File: src/rtl/adc_pkg.sv
// Shared types and default geometry for the SPI ADC sample sequencer.
package adc_pkg;

    typedef enum logic [2:0] {
        IDLE,
        SETUP,
        SHIFT,
        QUIET,
        WAIT
    } seq_state_t;

    localparam int SCK_DIV_DEF      = 4;
    localparam int FRAME_BITS_DEF   = 16;
    localparam int LEAD_BITS_DEF    = 4;
    localparam int DATA_BITS_DEF    = 12;
    localparam int QUIET_CYCLES_DEF = 4;

    // Shortest CS-fall to CS-fall spacing the frame timing allows.
    localparam int MIN_PERIOD = SCK_DIV_DEF / 2 + FRAME_BITS_DEF * SCK_DIV_DEF + QUIET_CYCLES_DEF;

    // Interval counter load value: counts down to zero on the cycle before the next CS fall.
    function automatic logic [15:0] ivl_load(input logic [15:0] ivl);
        return (ivl == 16'd0) ? 16'd0 : ivl - 16'd1;
    endfunction

endpackage

File: src/rtl/adc_sck_gen.sv
// SCK divider: parks high when idle, first enabled cycles form the high half
// of the CS setup time, then runs low-half/high-half periods.
// rise: next cycle SCK goes high (SDO is sampled on this edge).
// wrap: last cycle of the current period.
// halt: stop at the end of this period and park SCK high.
module adc_sck_gen #(
    parameter int SCK_DIV = 4
) (
    input  logic clk,
    input  logic rst,
    input  logic run,
    input  logic halt,
    output logic sck,
    output logic rise,
    output logic wrap
);
    localparam int HALF = SCK_DIV / 2;
    localparam int PW   = $clog2(SCK_DIV);

    logic [PW-1:0] ph;
    logic [PW-1:0] ph_nxt;

    assign rise = run && (ph == PW'(HALF - 1));
    assign wrap = run && (ph == PW'(SCK_DIV - 1));

    // Next phase: parked at the high-half start whenever not running.
    always_comb begin
        ph_nxt = PW'(HALF);
        if (run && !(wrap && halt))
            ph_nxt = wrap ? '0 : ph + PW'(1);
    end

    // Registered phase and SCK level.
    always_ff @(posedge clk or negedge rst) begin
        if (!rst) begin
            ph  <= PW'(HALF);
            sck <= 1'b1;
        end else begin
            ph  <= ph_nxt;
            sck <= (ph_nxt >= PW'(HALF));
        end
    end

endmodule

File: src/rtl/adc_sample_sequencer.sv
// Burst sequencer for a 12-bit SPI ADC with a one-entry output holding register.
// Build option: define ADC_SEQ_OVERRUN_CNT_EN to add the saturating overrun_cnt output.
module adc_sample_sequencer
    import adc_pkg::*;
#(
    parameter int SCK_DIV      = SCK_DIV_DEF,
    parameter int FRAME_BITS   = FRAME_BITS_DEF,
    parameter int LEAD_BITS    = LEAD_BITS_DEF,
    parameter int DATA_BITS    = DATA_BITS_DEF,
    parameter int QUIET_CYCLES = QUIET_CYCLES_DEF
) (
    input  logic                 clk,
    input  logic                 rst,
    input  logic                 start,
    input  logic                 stop,
    input  logic [15:0]          num_samples,
    input  logic [15:0]          interval,
    output logic                 busy,
    output logic                 done,
    output logic                 CS,
    output logic                 SCK,
    input  logic                 SDO,
    output logic [DATA_BITS-1:0] sample_data,
    output logic                 sample_valid,
    input  logic                 sample_ready,
    output logic                 overrun
`ifdef ADC_SEQ_OVERRUN_CNT_EN
    ,
    output logic [7:0]           overrun_cnt
`endif
);
    localparam int BW = $clog2(FRAME_BITS + 1);

    seq_state_t           state;
    logic [BW-1:0]        bitcnt;
    logic [7:0]           qcnt;
    logic [15:0]          ivl_cnt;
    logic [15:0]          ivl_l;
    logic [15:0]          num_l;
    logic [15:0]          conv_cnt;
    logic                 stop_pend;
    logic [DATA_BITS-1:0] cap;
    logic                 frame_end;

    logic sck_run, sck_halt, sck_rise, sck_wrap;
    logic start_acc, burst_end, data_bit;

    assign start_acc = (state == IDLE) && start && !stop;
    assign sck_run   = (state == SETUP) || (state == SHIFT);
    assign sck_halt  = (state == SHIFT) && (bitcnt == BW'(FRAME_BITS - 1));
    assign data_bit  = (bitcnt >= BW'(LEAD_BITS)) && (bitcnt < BW'(LEAD_BITS + DATA_BITS));
    assign burst_end = stop_pend || stop || ((num_l != 16'd0) && (conv_cnt == num_l));

    adc_sck_gen #(.SCK_DIV(SCK_DIV)) u_sck (
        .clk  (clk),
        .rst  (rst),
        .run  (sck_run),
        .halt (sck_halt),
        .sck  (SCK),
        .rise (sck_rise),
        .wrap (sck_wrap)
    );

    // Sequencer FSM: frame timing, interval spacing, burst counting and stop handling.
    always_ff @(posedge clk or negedge rst) begin
        if (!rst) begin
            state     <= IDLE;
            CS        <= 1'b1;
            busy      <= 1'b0;
            done      <= 1'b0;
            bitcnt    <= '0;
            qcnt      <= '0;
            ivl_cnt   <= '0;
            ivl_l     <= '0;
            num_l     <= '0;
            conv_cnt  <= '0;
            stop_pend <= 1'b0;
            cap       <= '0;
            frame_end <= 1'b0;
        end else begin
            done      <= 1'b0;
            frame_end <= 1'b0;
            if (ivl_cnt != 16'd0)
                ivl_cnt <= ivl_cnt - 16'd1;
            if (state != IDLE && stop)
                stop_pend <= 1'b1;
            case (state)
                IDLE: begin
                    if (start_acc) begin
                        num_l     <= num_samples;
                        ivl_l     <= interval;
                        ivl_cnt   <= ivl_load(interval);
                        conv_cnt  <= '0;
                        stop_pend <= 1'b0;
                        cap       <= '0;
                        busy      <= 1'b1;
                        CS        <= 1'b0;
                        state     <= SETUP;
                    end
                end
                SETUP: begin
                    if (sck_wrap) begin
                        bitcnt <= '0;
                        state  <= SHIFT;
                    end
                end
                SHIFT: begin
                    if (sck_rise && data_bit)
                        cap <= {cap[DATA_BITS-2:0], SDO};
                    if (sck_wrap) begin
                        if (sck_halt) begin
                            CS        <= 1'b1;
                            frame_end <= 1'b1;
                            conv_cnt  <= conv_cnt + 16'd1;
                            qcnt      <= '0;
                            state     <= QUIET;
                        end else begin
                            bitcnt <= bitcnt + BW'(1);
                        end
                    end
                end
                QUIET: begin
                    if (qcnt == 8'(QUIET_CYCLES - 1)) begin
                        if (burst_end) begin
                            busy  <= 1'b0;
                            done  <= 1'b1;
                            state <= IDLE;
                        end else if (ivl_cnt == 16'd0) begin
                            // Interval already elapsed: run back-to-back at the minimum period.
                            CS      <= 1'b0;
                            ivl_cnt <= ivl_load(ivl_l);
                            state   <= SETUP;
                        end else begin
                            state <= WAIT;
                        end
                    end else begin
                        qcnt <= qcnt + 8'd1;
                    end
                end
                WAIT: begin
                    if (ivl_cnt == 16'd0) begin
                        CS      <= 1'b0;
                        ivl_cnt <= ivl_load(ivl_l);
                        state   <= SETUP;
                    end
                end
                default: state <= IDLE;
            endcase
        end
    end

`ifdef ADC_SEQ_OVERRUN_CNT_EN
    // Saturating count of samples dropped because the holding register was full.
    always_ff @(posedge clk or negedge rst) begin
        if (!rst)
            overrun_cnt <= '0;
        else if (start_acc)
            overrun_cnt <= '0;
        else if (frame_end && sample_valid && !sample_ready && overrun_cnt != 8'hFF)
            overrun_cnt <= overrun_cnt + 8'd1;
    end
`endif

    // One-entry holding register; drains independently of the sequencer state.
    always_ff @(posedge clk or negedge rst) begin
        if (!rst) begin
            sample_data  <= '0;
            sample_valid <= 1'b0;
            overrun      <= 1'b0;
        end else begin
            if (start_acc)
                overrun <= 1'b0;
            if (frame_end) begin
                if (sample_valid && !sample_ready) begin
                    overrun <= 1'b1;
                end else begin
                    sample_data  <= cap;
                    sample_valid <= 1'b1;
                end
            end else if (sample_valid && sample_ready) begin
                sample_valid <= 1'b0;
            end
        end
    end

endmodule

File: config.mk
export PLATFORM = sky130hd
export DESIGN_NAME = adc_sample_sequencer
export DESIGN_NICKNAME = d
export VERILOG_FILES = /design/src/rtl/adc_pkg.sv /design/src/rtl/adc_sck_gen.sv /design/src/rtl/adc_sample_sequencer.sv
export SDC_FILE = /design/constraint.sdc
export NUM_CORES = 1
export LEC_CHECK = 0
export ABC_AREA = 0
export ABC_CLOCK_PERIOD_IN_PS = 3900
export CAP_MARGIN = 40
export CORE_MARGIN = 3
export CORE_UTILIZATION = 62
export CTS_CLUSTER_DIAMETER = 80
export DETAILED_ROUTE_END_ITERATION = 7
export PLACE_DENSITY = 0.85
export SLEW_MARGIN = 30
export SYNTH_ARGS = -nofsm -noshare
export SYNTH_HDL_FRONTEND = slang
export SYNTH_SLANG_ARGS = --single-unit
File: constraint.sdc
create_clock -name clk -period 3.9 [get_ports clk]
set_input_delay 0.39 -clock clk [delete_from_list [all_inputs] [get_ports clk]]
set_output_delay 0.39 -clock clk [all_outputs]
set_load 0.005 [all_outputs]
# Word-level counts from Yosys, hierarchy flattened

Index checks and enable logic that the tools add are counted.

Bits in registers: 114
Bits of input ports: 38
Output and inout bits: 18

Reductions and logical operators: 42
$lt $le $gt $ge: 3
Muxes and demuxes: 60
Equality and inequality tests: 21
Bitwise logic cells: 1
Add/sub/neg operators: 7

Operator list:

| kind                    | count |
|---|---|
| $mux W16                | 10 |
| $logic_not A16 Y1       | 3 |
| $pmux W16 S3            | 1 |
| $sub A16 B1 Y16 const B | 3 |
| $pmux W16 S2            | 1 |
| $reduce_bool A16 Y1     | 2 |
| $mux W1                 | 24 |
| $mux W12                | 2 |
| $mux W3                 | 8 |
| $mux W8                 | 3 |
| $pmux W12 S2            | 1 |
| $add A16 B1 Y16 const B | 1 |
| $eq A16 B16 Y1          | 1 |
| $ne A2 B2 Y1 const B    | 8 |
| $pmux W8 S2             | 1 |
| $reduce_and A4 Y1       | 4 |
| $mux W5                 | 3 |
| $pmux W3 S5             | 1 |
| $logic_and A1 B1 Y1     | 13 |
| $reduce_and A6 Y1       | 2 |
| $pmux W5 S2             | 1 |
| $reduce_bool A2 Y1      | 5 |
| $add A8 B1 Y8 const B   | 1 |
| $eq A8 B2 Y1 const B    | 1 |
| other kinds (23)        | 34 |

# Depth between registers and ports, before layout

Gate-level depths: netlist of the first run.

Depth after elaboration: 8
Mapped depth: 10
Gate-level depth less buffers: 9

# By module

Synthesis of the first run repeated with hierarchy kept, for this count alone.

Cell total of the unflattened synthesis: 673
Area total of the unflattened synthesis: 6092.1 um^2

By module, submodules not included:

| module               | area each (um^2) | instances | seq. area each (um^2) | cells an instance |
|---|---|---|---|---|
| adc_sample_sequencer | 5944.5           | 1         | 2778.9                | 661 |
| adc_sck_gen          | 147.6            | 1         | 77.6                  | 12 |

# Least setup slack after synthesis of the first run

No wires, ideal clock.

Kind: register to register
Start point: reg ivl_l[6]
End point: reg ivl_cnt[10]
Setup time: 0.134 ns
Path slack: 1.451 ns
Cell stages (with the launch flop): 8
Data arrival time: 2.316 ns
Path through: dfrtp_1 or4_1 or2_1 or3_4 o41a_1 a21bo_4 buf_8 o211ai_1

Cells in the longest elaborated chain, start to end: 6

RTL lines:

| what                                                 | RTL line                                                 | source |
|---|---|---|
| start: declaration                                   | adc_sample_sequencer.sv:38                               | `logic [15:0] ivl_l;` |
| start signal: assignment                             | adc_sample_sequencer.sv:91                               | `ivl_l <= interval;` |
| $sub A16 B1 Y16 or $logic_not A16 Y1 (tied branches) | adc_pkg.sv:23                                            | `return (ivl == 16'd0) ? 16'd0 : ivl - 16'd1;` |
| $mux W16 (*)                                         | adc_pkg.sv:23                                            |  |
| $mux W16 (*)                                         | adc_sample_sequencer.sv:128, adc_sample_sequencer.sv:141 |  |
| $mux W16                                             | adc_sample_sequencer.sv:124                              | `if (burst_end) begin` |
| $mux W16                                             | adc_sample_sequencer.sv:123                              | `if (qcnt == 8'(QUIET_CYCLES - 1)) begin` |
| $pmux W16 S3 (*)                                     | adc_sample_sequencer.sv:87                               | `case (state)` |
| end signal: assignment                               | adc_sample_sequencer.sv:92                               | `ivl_cnt <= ivl_load(interval);` |
| end signal: assignment                               | adc_sample_sequencer.sv:131                              | `ivl_cnt <= ivl_load(ivl_l);` |
| end signal: assignment                               | adc_sample_sequencer.sv:143                              | `ivl_cnt <= ivl_load(ivl_l);` |
| end: declaration                                     | adc_sample_sequencer.sv:37                               | `logic [15:0] ivl_cnt;` |

Every way passes the cells marked *; elsewhere a longest branch is shown, timed or not.
A chain may end at the register's enable or synchronous reset.

# Worst setup path in the final report of the first run

Start point: reg ivl_cnt[9]
End point: reg ivl_cnt[5]

Cells in the longest elaborated chain, start to end: 6

RTL lines:

| what                     | RTL line                                                 | source |
|---|---|---|
| start signal: assignment | adc_sample_sequencer.sv:84                               | `ivl_cnt <= ivl_cnt - 16'd1;` |
| start signal: assignment | adc_sample_sequencer.sv:92                               |  |
| start signal: assignment | adc_sample_sequencer.sv:131                              |  |
| $reduce_bool A16 Y1      | adc_sample_sequencer.sv:83                               | `if (ivl_cnt != 16'd0)` |
| $mux W16                 | adc_sample_sequencer.sv:83                               |  |
| $mux W16                 | adc_sample_sequencer.sv:128, adc_sample_sequencer.sv:141 |  |
| $mux W16                 | adc_sample_sequencer.sv:124                              |  |
| $mux W16                 | adc_sample_sequencer.sv:123                              |  |
| $pmux W16 S3 (*)         | adc_sample_sequencer.sv:87                               |  |

Marks and branches as above.

==> results of run 1 <==
==> metal layers <==
layer / part of all wire, % / GRT usage [%] / vias up
met5: 0 / 0 / -
met4: 1.6 / 10.87 / 0
met3: 6.7 / 5.188 / 33
met2: 50 / 46.90 / 241
met1: 42 / 36.13 / 2487
li1: - / - / 2441
==> worst register-to-register path, stage by stage (launching register included) <==
cell      delay, ps
dfrtp_1         410
nor4_1          660
nand4_2         410
or2_2           450
a21o_1          280
o21ai_0         280
o211ai_1        140
==> worst min path at each step <==
stage                              startpoint                  endpoint  slack [ps]  cells after the start
after floorplan                           rst     bitcnt[0]$_DFFE_PN0P_          90                      0
after global placement    frame_end$_DFF_PN0_  sample_valid$_DFFE_PN0P_         450                      2
after detailed placement  frame_end$_DFF_PN0_  sample_valid$_DFFE_PN0P_         460                      2
after CTS                      num_samples[4]      num_l[4]$_DFFE_PN0P_         380                      3
after global routing                      rst       qcnt[1]$_DFFE_PN0P_         420                      2
final                                     rst       qcnt[0]$_DFFE_PN0P_         370                      2
==> area by class of cell <==
type | instances | area share [%]
multi-input cells | 522 | 41.57
clock inverters | 10 | 2.428
clock buffers | 22 | 6.237
well taps | 129 | 2.175
flip-flops and latches | 113 | 38.13
repair buffers | 65 | 8.597
inverters | 17 | 0.8597
==> sequential cells by signal, indices dropped and copies added, names as in the netlist, 2 cells and up <==
register     flops
num_l           16
qcnt             8
cap             12
ivl_cnt         16
conv_cnt        16
sample_data     12
bitcnt           5
u_sck.ph         2
state            3
ivl_l           16
==> Yosys cell counts (3+ instances only) <==
master | n | area [µm²]
and2_1 | 5 | 31.28
nor2_1 | 49 | 183.9
nand2_1 | 167 | 626.9
nand3_1 | 15 | 75.07
inv_1 | 17 | 63.81
xnor2_1 | 36 | 315.3
xor2_1 | 38 | 332.8
nand2b_1 | 10 | 62.56
nand3b_1 | 3 | 22.52
or4_1 | 5 | 37.54
nor3_1 | 17 | 85.08
o2111ai_1 | 4 | 35.03
and3_1 | 4 | 25.02
ha_1 | 11 | 137.6
clkbuf_1 | 22 | 82.58
o31ai_1 | 4 | 30.03
o21ai_0 | 42 | 210.2
or3b_2 | 3 | 26.28
mux2_2 | 13 | 146.4
nand4b_1 | 3 | 26.28
o211ai_1 | 19 | 142.6
nor4_1 | 20 | 125.1
nand4_1 | 11 | 68.82
a21oi_1 | 8 | 40.04
dfrtp_1 | 111 | 2778
nor2b_1 | 4 | 25.02
==> through the flow <==
stage / setup slack (ps) / total power, mW / instance area (µm²) / util, %
after CTS: 1251 / 2.970 / 7402 / 78.62
after global placement: 1182 / 1.291 / 6741 / 71.60
after global routing: 962.4 / 3.033 / 7422 / 78.83
after floorplan: 1451 / 1.216 / 6102 / -
final: 1148 / 2.970 / 7422 / 78.83
after detailed placement: 1017 / 1.293 / 6749 / 71.68
==> logic make-up after synthesis <==
logic type      after synthesis  share of synthesized area (%)
simple gates                333                          25.69
flops                       113                          46.38
compound gates               91                          9.596
xor+xnor                     74                          10.62
buf+inv                      44                          3.055
mux                          13                          2.399
fa+ha+maj                    11                          2.255
==> placed cells by master (no fill, tap or decap), types with 3 or more instances in the layout <==
cell,n
nand3_1,15
nand4b_1,3
o2111ai_1,4
a21oi_1,8
bufinv_16,5
clkbuf_16,16
o31ai_1,4
buf_4,9
clkbuf_8,4
nand2b_1,10
clkdlybuf4s50_1,54
mux2_2,13
nor4_1,20
xnor2_1,36
nand2_1,167
nand3b_1,3
xor2_1,38
nor2b_1,4
or3b_2,3
nand4_1,11
nor2_1,49
and2_1,5
inv_1,17
or4_1,5
ha_1,11
dfrtp_1,111
o21ai_0,42
clkinv_2,3
o211ai_1,19
and3_1,4
nor3_1,17
==> power by group through the flow <==
stage	clock network [mW]	logic (mW)	registers (mW)
floorplan	0	0.0166	1.20
global placement	0	0.0911	1.20
global route	1.75	0.106	1.18
detailed placement	0	0.0925	1.20
finish	1.69	0.0969	1.18
CTS	1.69	0.0951	1.18
==> impl_metrics.json, run 1 <==
{
  "drv_slew": 0,
  "synth_nets": 728,
  "cp_num_cells": 6,
  "seq_area_mm2": 0.002830,
  "drive_gt1_share_pct": 9.079,
  "cts_setup_buffers": 0,
  "p_comb_share_pct": 3.3,
  "clockBufferDepth": 2,
  "worstHoldPathType": "input pin to async pin",
  "ys_ff_latch": 113,
  "place_congestion": 0.8605,
  "setup_violations": 0,
  "ant_nets": 0,
  "clock_skew_ps": 8.475,
  "reg2reg_slack_ps": 1150,
  "tns_ps": 0,
  "critPathCaptureType": "flop",
  "ctsHoldBuffers": 1,
  "drtPass1Iterations": 5,
  "criticalPathCategory": "flop to flop",
  "wl_per_cell_um": 16.94,
  "synth_flop_cell": "dfrtp_1",
  "yosys_warnings": 0,
  "chipHeight_um": 105.2,
  "worstSkewPairLatency_ps": 520,
  "worstPathCellList": "nor4_1 -> nand4_2 -> or2_2 -> a21o_1 -> o21ai_0 -> o211ai_1",
  "cts_sinks": 113,
  "crit_path_end": "ivl_cnt[5]$_DFF_PN0_",
  "whs_ps": 366.0,
  "seqPwrFrac_pct": 39.8,
  "startpoint": "ivl_cnt[9]$_DFF_PN0_",
  "via_count": 5202,
  "hold_violations": 0,
  "cts_resized": 0,
  "drc": 0,
  "rsz0062_at_grt": "no",
  "fin_crit_sh_pct": 70.57,
  "synthCells": 679,
  "clockPowerShare_pct": 57.0,
  "outcome": "finished clean",
  "stdcell_count": 878,
  "antenna_found_initial": 0,
  "via_per_inst": 5.925,
  "crit_path_start_kind": "flop",
  "grt_max_degree": 67,
  "path_clk_slew_ps": 60,
  "start_util_pct": 64.81,
  "dp.cells": 844,
  "leakage_nw": 3.495,
  "synth_edf_count": 0,
  "syn2layout_area_growth_pct": 21.63,
  "worstPathRequired_ps": 4280,
  "wl_um": 14870,
  "htree_levels": 4,
  "port_buffers": 55,
  "relSlewSlack_pct": 47.50,
  "power_density_mw_per_mm2": 400.2,
  "fill_cells": 597,
  "grt_pass1_vias": 5182,
  "vdd_ir_drop_max_mv": 0.4188,
  "r2r_start": "ivl_cnt[9]$_DFF_PN0_",
  "avgSynthCellArea_um2": 8.987,
  "hpwl_um": 9991,
  "cts_tree": "yes",
  "core_region_area_mm2": 0.009415,
  "layout.nets": 785,
  "tightestPinTransition_ps": 784.7,
  "drtIter0Drc": 368,
  "dieArea_mm2": 0.01107,
  "slowest_stage": "nor4_1",
  "p_sw_mw": 0.5969,
  "die_w_um": 105.2,
  "num_rows": 35,
  "grt_usage_pct": 28.04,
  "path_max_fanout": 14,
  "cts_root_buf": "clkbuf_8",
  "synthArstFlopShare_pct": 100.0,
  "path_delay_family": "simple AND/OR/NAND/NOR gates",
  "worstPathArrival_ps": 3130,
  "reg2reg_depth": 6,
  "io-pin-count": 56,
  "antenna_cells": 0,
  "synth.cell_area_mm2": 0.006102,
  "drv_cap": 0,
  "overflow": 0,
  "seq_area_frac_synth_pct": 46.38,
  "cts_buffers": 17,
  "grt_pass1_wl_um": 25100,
  "multi_input_area_mm2": 0.003085,
  "p_int_mw": 2.373,
  "crit_buf_inv": 0,
  "synth_cell_type_count": 59,
  "clock.fmax_mhz": 363.3,
  "finalCriticalPeriod_ps": 2752,
  "switching_share_pct": 20.10,
  "max_stage_delay_ps": 660,
  "r2r-end": "ivl_cnt[5]$_DFF_PN0_"
}
Power figures use the tool's default switching activity.
==> run 2: changes to the inputs <==
--- a/config.mk
+++ b/config.mk
@@ -6,13 +6,13 @@
 export NUM_CORES = 1
 export LEC_CHECK = 0
 export ABC_AREA = 0
-export ABC_CLOCK_PERIOD_IN_PS = 3900
+export ABC_CLOCK_PERIOD_IN_PS = 2900
 export CAP_MARGIN = 40
 export CORE_MARGIN = 3
-export CORE_UTILIZATION = 62
+export CORE_UTILIZATION = 58
 export CTS_CLUSTER_DIAMETER = 80
 export DETAILED_ROUTE_END_ITERATION = 7
-export PLACE_DENSITY = 0.85
+export PLACE_DENSITY = 0.8
 export SLEW_MARGIN = 30
 export SYNTH_ARGS = -nofsm -noshare
 export SYNTH_HDL_FRONTEND = slang
==> constraint.sdc (replaced) <==
create_clock -name clk -period 2.9 [get_ports clk]
set_input_delay 0.29 -clock clk [delete_from_list [all_inputs] [get_ports clk]]
set_output_delay 0.29 -clock clk [all_outputs]
set_load 0.005 [all_outputs]
==> run 2 against run 1 <==
  * Count of clock-buffer cells in the layout unchanged
  * Critical path depth unchanged
  * Clock power up 20%
  * Critical path type unchanged
  * Critical endpoint is now ivl_cnt[14]$_DFF_PN0_
  * Highest routed layer unchanged
==> impl_metrics.json, run 2 (same netlist as run 1, synthesis figures left out) <==
{
  "syn2layout_area_growth_pct": 21.02,
  "reg2reg_depth": 6,
  "slowest_stage": "or4_1",
  "grt_use_met2_pct": 44.31,
  "cts_root_buf": "clkbuf_8",
  "wl_per_cell_um": 16.03,
  "whs_ps": 296.6,
  "dieArea_mm2": 0.01179,
  "criticalPathCategory": "flop to flop",
  "io-pin-count": 56,
  "holdPathStages": 3,
  "num_rows": 36,
  "layout_common_cells": "167 x nand2_1, 111 x dfrtp_1, 54 x clkdlybuf4s50_1",
  "top_usage_layer": "met2",
  "drtIter0Drc": 310,
  "worstPathRequired_ps": 3280,
  "power_density_mw_per_mm2": 506.1,
  "tightestPinTransition_ps": 711.5,
  "grt.met1_usage_pct": 33.28,
  "startpoint": "ivl_l[6]$_DFFE_PN0P_",
  "cts_buffers": 17,
  "port_buffers": 55,
  "overflow": 0,
  "vdd_ir_drop_max_mv": 0.4474,
  "clockBufferDepth": 2,
  "worstPathCellList": "or4_1 -> or2_1 -> or3_4 -> o41a_1 -> a21bo_4 -> o211ai_1",
  "clock_skew_ps": 6.674,
  "cts_tree": "yes",
  "finalWorstSetupSlack_ps": 331.7,
  "dp.cells": 851,
  "crit_path_start_kind": "flop",
  "finalCriticalPeriod_ps": 2568,
  "wl_um": 14180,
  "antenna_cells": 0,
  "core_region_area_mm2": 0.01000,
  "grtUsageMet3_pct": 5.313,
  "min_from": "num_samples[8]",
  "fill_cells": 756,
  "drtPass1Iterations": 5,
  "worstSkewPairLatency_ps": 520,
  "hold_violations": 0,
  "chipHeight_um": 108.6,
  "htree_levels": 4,
  "via_count": 5127,
  "layout.nets": 788,
  "clock.fmax_mhz": 389.4,
  "cts_resized": 0,
  "cts_sinks": 113,
  "antenna_found_initial": 0,
  "grt_max_degree": 55,
  "path_max_fanout": 15,
  "stdcell_count": 885,
  "grt_usage_pct": 25.99,
  "drc": 0,
  "hpwl_um": 9984,
  "max_stage_delay_ps": 560,
  "start_util_pct": 61.02,
  "ant_nets": 0,
  "outcome": "finished clean",
  "grt_pass1_vias": 4950,
  "drv_slew": 0,
  "worstPathArrival_ps": 2950,
  "worstHoldPathType": "input pin to flop",
  "final_common_cell": "nand2_1",
  "final_util_pct": 73.85,
  "tns_ps": 0,
  "grt_pass1_wl_um": 23950,
  "leakage_nw": 3.484,
  "drv_cap": 0,
  "setup_violations": 0,
  "die_w_um": 108.6,
  "critPathCaptureType": "flop",
  "pre_cts_ws_ps": 303.4,
  "path_clk_slew_ps": 50,
  "place_congestion": 0.8998,
  "relSlewSlack_pct": 52.57,
  "via_per_inst": 5.793,
  "rsz0062_at_grt": "no",
  "r2r_start": "ivl_l[6]$_DFFE_PN0P_",
  "drive_gt1_share_pct": 9.574,
  "fin_crit_sh_pct": 88.56
}
==> run 2: final cells by class <==
| type | count | area, µm² | area share, % |
|---|---|---|---|
| multi-input combinational | 522 | 3085 | 41.78 |
| sequential | 113 | 2830 | 38.33 |
| timing repair buffer | 68 | 658.1 | 8.912 |
| clock buffer | 22 | 473.0 | 6.405 |
| tap | 133 | 166.4 | 2.253 |
| clock inverter | 10 | 107.6 | 1.457 |
| inverter | 17 | 63.81 | 0.8641 |
==> run 2: path summary, 6_finish.rpt <==
path	endpoint	slack, ps
setup / recovery	ivl_cnt[14]$_DFF_PN0_	330
setup reg to reg	ivl_cnt[14]$_DFF_PN0_	330
max in group asynchronous	CS$_DFFE_PN1P_	1750
min in group asynchronous	sample_data[2]$_DFFE_PN0P_	360
hold / removal	num_l[8]$_DFFE_PN0P_	300
hold reg to reg	u_sck.ph[0]$_DFF_PN0_	460
==> run 2: layer usage <==
metal / share of wire, % / up-vias / wire length, µm
met2: 52 / 153 / 7308
met5: 0 / - / 0
li1: - / 2452 / -
met3: 4.4 / 23 / 627
met1: 42 / 2499 / 6019
met4: 1.6 / 0 / 227
==> run 2: where the power goes <==
group / switching (mW) / total, mW / internal (mW)
Clock: 0.717 / 2.02 / 1.30
Sequential: 0.00432 / 1.59 / 1.58
Combinational: 0.0668 / 0.128 / 0.0614
==> run 2: metrics by stage <==
step	total power, mW	cell area (µm²)
after global placement	1.739	6789
final	3.737	7385
after detailed placement	1.742	6789
after floorplan	1.636	6102
after CTS	3.755	7380
after global routing	3.859	7385
==> run 2: worst max-delay path: cells and delay by family, from the launching register on <==
| family | cells | cell delay, ps |
|---|---|---|
| simple gates | 3 | 1180 |
| flops | 1 | 430 |
| compound gates | 3 | 820 |
==> run 2: timing repair <==
action | in CTS | in global routing
hold buffers | 1 | 0
buffers inserted | 0 | 0
endpoints found under the hold margin | 51 | 0
==> run 3: changes to the inputs <==
--- a/config.mk
+++ b/config.mk
@@ -10,7 +10,7 @@
 export CAP_MARGIN = 40
 export CORE_MARGIN = 3
 export CORE_UTILIZATION = 58
-export CTS_CLUSTER_DIAMETER = 80
+export CTS_CLUSTER_DIAMETER = 120
 export DETAILED_ROUTE_END_ITERATION = 7
 export PLACE_DENSITY = 0.8
 export SLEW_MARGIN = 30
==> results of run 3 <==
Same layout as run 2: the final DEF is identical, and so are final timing and power.
